[src/rtl/serial_deser.sv]
// serial_deser: serial-in / parallel-out deserializer.
//
// Takes a serial bit stream, normally the registered q of an upstream D
// flip-flop. It samples one bit on each ck rise where d_en=1 and assembles
// WIDTH-bit words. Each completed word is presented on a valid/ready output.
// If a completed word has to be dropped, a sticky overrun flag is set.
//
// Ports:
//   ck        system clock, rising edge active
//   rst_n     asynchronous active-low reset
//   d         serial data bit
//   d_en      bit qualifier; d is sampled only when d_en=1
//   clr       synchronous frame restart; zeroes the shift register,
//             bit_cnt and overrun; leaves data_out and valid untouched
//   ready     downstream accepts data_out this cycle
//   data_out  last completed word
//   valid     data_out holds an unconsumed word; this is the FSM state
//             (1 = FULL, 0 = EMPTY)
//   overrun   sticky: a completed word was dropped
//   bit_cnt   bits received so far in the current word
//
// Handshake: a word transfers on a ck rise where valid=1 and ready=1.
// While valid=1, data_out is stable until that transfer happens. The one
// exception is a transfer that coincides with a completion: data_out then
// moves straight to the new word and valid stays 1. ready is ignored when
// valid=0.
module serial_deser #(
  parameter int WIDTH     = 8,
  parameter bit MSB_FIRST = 1'b1
) (
  input  logic                     ck,
  input  logic                     rst_n,
  input  logic                     d,
  input  logic                     d_en,
  input  logic                     clr,
  input  logic                     ready,
  output logic [WIDTH-1:0]         data_out,
  output logic                     valid,
  output logic                     overrun,
  output logic [$clog2(WIDTH)-1:0] bit_cnt
);

  localparam int            CW   = $clog2(WIDTH);
  localparam logic [CW-1:0] LAST = CW'(WIDTH - 1);

  typedef enum logic {
    EMPTY = 1'b0,
    FULL  = 1'b1
  } state_t;

  state_t           state;
  state_t           state_next;
  logic [WIDTH-1:0] shreg;
  logic [WIDTH-1:0] shreg_next;
  logic             complete;
  logic             load;
  logic             ovr_set;

  // clr takes priority over d_en, so a completion is impossible while clr=1.
  assign complete = d_en & ~clr & (bit_cnt == LAST);

  // shreg_next is the word including the bit sampled on this edge. It is
  // used both to advance the shift register and to load data_out on a
  // completion edge.
  generate
    if (MSB_FIRST) begin : g_msb
      assign shreg_next = {shreg[WIDTH-2:0], d};
    end else begin : g_lsb
      assign shreg_next = {d, shreg[WIDTH-1:1]};
    end
  endgenerate

  // Input side: shift register and bit counter.
  always_ff @(posedge ck or negedge rst_n) begin
    if (!rst_n) begin
      shreg   <= '0;
      bit_cnt <= '0;
    end else if (clr) begin
      shreg   <= '0;
      bit_cnt <= '0;
    end else if (d_en) begin
      shreg   <= shreg_next;
      bit_cnt <= complete ? '0 : bit_cnt + CW'(1);
    end
  end

  // Output side: EMPTY/FULL state register.
  always_ff @(posedge ck or negedge rst_n) begin
    if (!rst_n) begin
      state <= EMPTY;
    end else begin
      state <= state_next;
    end
  end

  // Output side: next state, word load and overrun decision.
  always_comb begin
    state_next = state;
    load       = 1'b0;
    ovr_set    = 1'b0;
    case (state)
      EMPTY: begin
        if (complete) begin
          load       = 1'b1;
          state_next = FULL;
        end
      end
      FULL: begin
        if (complete) begin
          // The word is only replaced if the old one is consumed on this edge.
          if (ready) begin
            load = 1'b1;
          end else begin
            ovr_set = 1'b1;
          end
        end else if (ready) begin
          state_next = EMPTY;
        end
      end
      default: begin
        state_next = EMPTY;
      end
    endcase
  end

  always_ff @(posedge ck or negedge rst_n) begin
    if (!rst_n) begin
      data_out <= '0;
    end else if (load) begin
      data_out <= shreg_next;
    end
  end

  // overrun is sticky until clr or reset. clr and ovr_set never coincide,
  // because no completion can occur while clr=1.
  always_ff @(posedge ck or negedge rst_n) begin
    if (!rst_n) begin
      overrun <= 1'b0;
    end else if (clr) begin
      overrun <= 1'b0;
    end else if (ovr_set) begin
      overrun <= 1'b1;
    end
  end

  assign valid = (state == FULL);

endmodule

[config.mk]
export PLATFORM = sky130hd
export DESIGN_NAME = serial_deser
export DESIGN_NICKNAME = d
export VERILOG_FILES = /design/src/rtl/serial_deser.sv
export SDC_FILE = /design/constraint.sdc
export NUM_CORES = 1
export LEC_CHECK = 0
export ABC_AREA = 1
export CORE_MARGIN = 4
export CORE_UTILIZATION = 47
export CTS_CLUSTER_DIAMETER = 50
export CTS_CLUSTER_SIZE = 8
export DETAILED_ROUTE_END_ITERATION = 10
export GPL_TIMING_DRIVEN = 0
export MAX_ROUTING_LAYER = met4
export PLACE_DENSITY = 0.88
export SYNTH_ARGS = -nofsm -noshare
export SYNTH_HDL_FRONTEND = slang
export SYNTH_SLANG_ARGS = --single-unit
export TNS_END_PERCENT = 20
[constraint.sdc]
create_clock -name ck -period 1.45 [get_ports ck]
set_input_delay 0.435 -clock ck [delete_from_list [all_inputs] [get_ports ck]]
set_output_delay 0.435 -clock ck [all_outputs]
set_load 0.02 [all_outputs]
# Word level (Yosys, flattened, before mapping)
# Index checks and enable logic that the tools add are counted.
[totals] regBits=20 input_bits=6 out_inout_bits=13 wordCells=29
[classes] add_sub_neg=1 eq_ne=1 muxes=16 n_bitwise=4 reduce_logical=2
[op_table] operator="two-way mux 7 bit" n=2
[op_table] operator="two-way mux 1 bit" n=9
[op_table] operator="two-way mux 3 bit" n=3
[op_table] operator="case mux 1 bit (2 select lines)" n=2
[op_table] operator="nonzero test 2 bit" n=2
[op_table] operator="adder 3 x 1 -> 3 bit (second input constant)" n=1
[op_table] operator="equality test 3 bit (second input constant)" n=1
[op_table] operator="AND 1 bit" n=2
[op_table] operator="NOT 1 bit" n=2

# Longest topological paths before layout
[depth] depth_word=7 mapped_depth=6 depth_no_buf=5

# Worst setup path after synthesis
# Ideal clock, no wire load.
[synth_timing] path_kind="register -> register" startpoint="reg bit_cnt[0]" endpoint="reg bit_cnt[2]" setup_time_ns=0.083 t_arrival_ns=1.244 t_required_ns=1.367 slack_ns=0.123 stages_incl_launch_ff=7 n_path_buf=1 period_less_slack_ns=1.327 cell_sequence="dfrtp_1 > ha_1 > ha_1 > buf_2 > inv_1 > nand2_1 > o21ai_0"
[synth_between] elab_chain_cells=5 word_cells_on_any_way=6 classes_between="add/sub (1); eq/ne (1); mux (3); bitwise (1)"
[synth_rtl] item="from (decl)" line_no="40" rtl="output logic [$clog2(WIDTH)-1:0] bit_cnt"
[synth_rtl] item="from (signal assigned)" line_no="83" rtl="bit_cnt <= complete ? '0 : bit_cnt + CW'(1);"
[synth_rtl] item="parallel branches: the longest is 2 deep, another holds adder 3 x 1 -> 3 bit"
[synth_rtl] item="two-way mux 3 bit (*)" line_no="83"
[synth_rtl] item="two-way mux 3 bit (*)" line_no="81" rtl="end else if (d_en) begin"
[synth_rtl] item="two-way mux 3 bit (*)" line_no="78" rtl="end else if (clr) begin"
# Mark *: on every way between the ends. The select of a mux whose other input is x is not followed.
# A chain may end at the register's enable or synchronous reset.

# Worst setup path in the final report
[layout_timing] startpoint="reg bit_cnt[0]" endpoint="reg bit_cnt[0]"
# The elaborated chain is that of the path after synthesis.

==> out/results.ini <==
[timing]
whs_ns=0.481
slew_viol_final=0
skew_ns=0.00359
slew_headroom=0.430
fmax_mhz=739
min_period_ns=1.35
rsz0062_at_grt=false
hold_viol_final=0
min_period_over_period=0.934
setup_viol_count_final=0
worst_pin_slew_ns=0.852
finalSetupTns_ns=0

[finish]
nets=117
fillCellCount=124
drive_gt1_frac=0.213
mostFrequentLayoutCells=26 x nand2_1, 20 x dfrtp_1, 11 x clkbuf_2
final_cell_count_no_fill=132
area_growth_syn_to_layout_pct=21.8
diodes=0
final_common_cell=nand2_1

[pwr]
power_leakage_uw=0.000542
powerDensity_nw_per_um2=959
power_uw=973
vdd_ir_drop_max_mv=0.635

[yosys]
yosys.area_share.adder=0.0300
synth_compound_area_frac=0.0676
synthesis.nets=94
synth-simple-area-share=0.227
synth_xor_area_frac=0
yosys_warnings=0
ys_ff_latch=20
synthCells=86
synth.avg_cell_area_sq_um=9.69
synthMuxAreaShare=0
ys_types=13
synth_top_family_by_area=simple AND/OR/NAND/NOR gates
syn-cell-area_sq_um=833
seq_area_frac_synth=0.601

[die]
start_util=0.523
pin_count=19
die-area_sq_um=2510
design.core.area_sq_um=1590
die_height_um=50.1
die_x_um=50.1
num_rows=14

[worst_setup_path]
crit_type=reg -> reg
critPathCaptureType=flip-flop
critPathTopFamily=adder cells
worstPathArrival_ns=1.58
cp_cell_sequence=ha_1 > ha_1 > buf_2 > inv_1 > nand3_1 > o21ai_0
crit_fanout=10
slowest_delay_ns=0.41
crit_top_cell=ha_1
path_buf_inv=2
crit_required_ns=1.67
cpMaxStageDelayCell=dfrtp_1
crit_path_start_kind=flip-flop

[grt]
overflow=0
grt_max_degree=21
grt_pass1_wl_um=3060
grt_usage=0.163
grt_pass1_vias=706
grt_antenna_before_repair=0

[status]
status=finished, final reports clean

[place]
portBuffers=18
gp_congestion=0.840
hpwl_um=1260
placed_cells=128

[clocking]
cts-root-buf=clkbuf_4
clock-sinks=20
cts_buffers=3
cts_buffer_depth=2
cts_setup_buffers=0
tritoncts=done
clk_latency_ns=0.30
clk_pin_slew_ns=0.11
h-tree-depth=1
cts_hold_repair.buffers=0

[routing]
drc=0
avgRoutedWirePerCell_um=13.2
firstDrtPassIters=4
via_per_inst=5.10
drt_iter0_drc=23
drt-total-wl_um=1750
postRouteAntennaNets=0
vias=673

[run]
max-cap-violations=0

[worst_hold_path]
hp-class=reg -> reg

==> tightest hold or removal path, cell delays in order (launching register included) <==
cell,delay (ns)
dfrtp_1,0.36
nand2_1,0.05
nand2_1,0.04
==> per-stage QoR <==
step / setup WS (ns) / instance area, sq um / util
detailed placement: -0.121 / 1040 / 0.655
finish: 0.0961 / 1010 / 0.637
CTS: -0.00897 / 1080 / 0.678
global route: 0.00357 / 1010 / 0.637
global placement: -0.115 / 1040 / 0.655
floorplan: 0.123 / 833 / -
==> worst paths after layout <==
path / slack, ns / start / endpoint / cells past startpoint
worst min register to register: 0.48 / data_out[0] / data_out[0] / 2
min in group asynchronous: 0.61 / rst_n / shreg[2] / 1
worst max-delay path: 0.1 / bit_cnt[0] / bit_cnt[0] / 6
max in group asynchronous: 0.32 / rst_n / valid / 1
worst min-delay path: 0.48 / data_out[0] / data_out[0] / 2
worst max register to register: 0.1 / bit_cnt[0] / bit_cnt[0] / 6
==> what timing repair did <==
item                       in CTS  in global routing
cloned                          0                  0
setup endpoints to repair      13                 14
gates resized for setup        27                 15
==> registers in the layout, indices dropped and copies added (netlist names) <==
signal and flops:
data_out 8, overrun 1, bit_cnt 3, shreg 7
valid 1
==> metal layers <==
metal / global-route usage / share of wire / vias up
li1: - / - / 329
met1: 0.198 / 0.41 / 306
met2: 0.239 / 0.49 / 30
met3: 0.0422 / 0.063 / 8
met4: 0.101 / 0.034 / 0
met5: - / 0 / -
==> where the power goes <==
part	internal (uW)	switching [uW]
Sequential	566	5.76
Clock	153	173
Combinational	27.5	47.6
Total	747	226
==> cell families after synthesis <==
group           Yosys count
buf+inv                  14
fa+ha+maj                 2
compound gates           10
simple gates             40
flops                    20
==> cells in the mapped netlist <==
master / instances / area (sq um)
buf_2: 2 / 10.0
buf_6: 1 / 11.3
dfrtp_1: 20 / 500
ha_1: 2 / 25.0
inv_1: 10 / 37.5
inv_2: 1 / 3.75
nand2_1: 26 / 97.6
nand3_1: 4 / 20.0
nand3_2: 1 / 10.0
nand4_1: 8 / 50.1
nor2_4: 1 / 11.3
o21ai_0: 5 / 25.0
o22ai_1: 5 / 31.3
==> final cells by class <==
class | instances | area [sq um] | area share
tap | 24 | 30.0 | 0.0296
timing repair buffer | 18 | 115 | 0.113
sequential | 20 | 500 | 0.493
buffer | 3 | 21.3 | 0.0210
multi-input combinational | 52 | 270 | 0.266
clock buffer | 4 | 36.3 | 0.0358
inverter | 11 | 41.3 | 0.0407
Note: power is estimated with default switching activity, not from simulation.
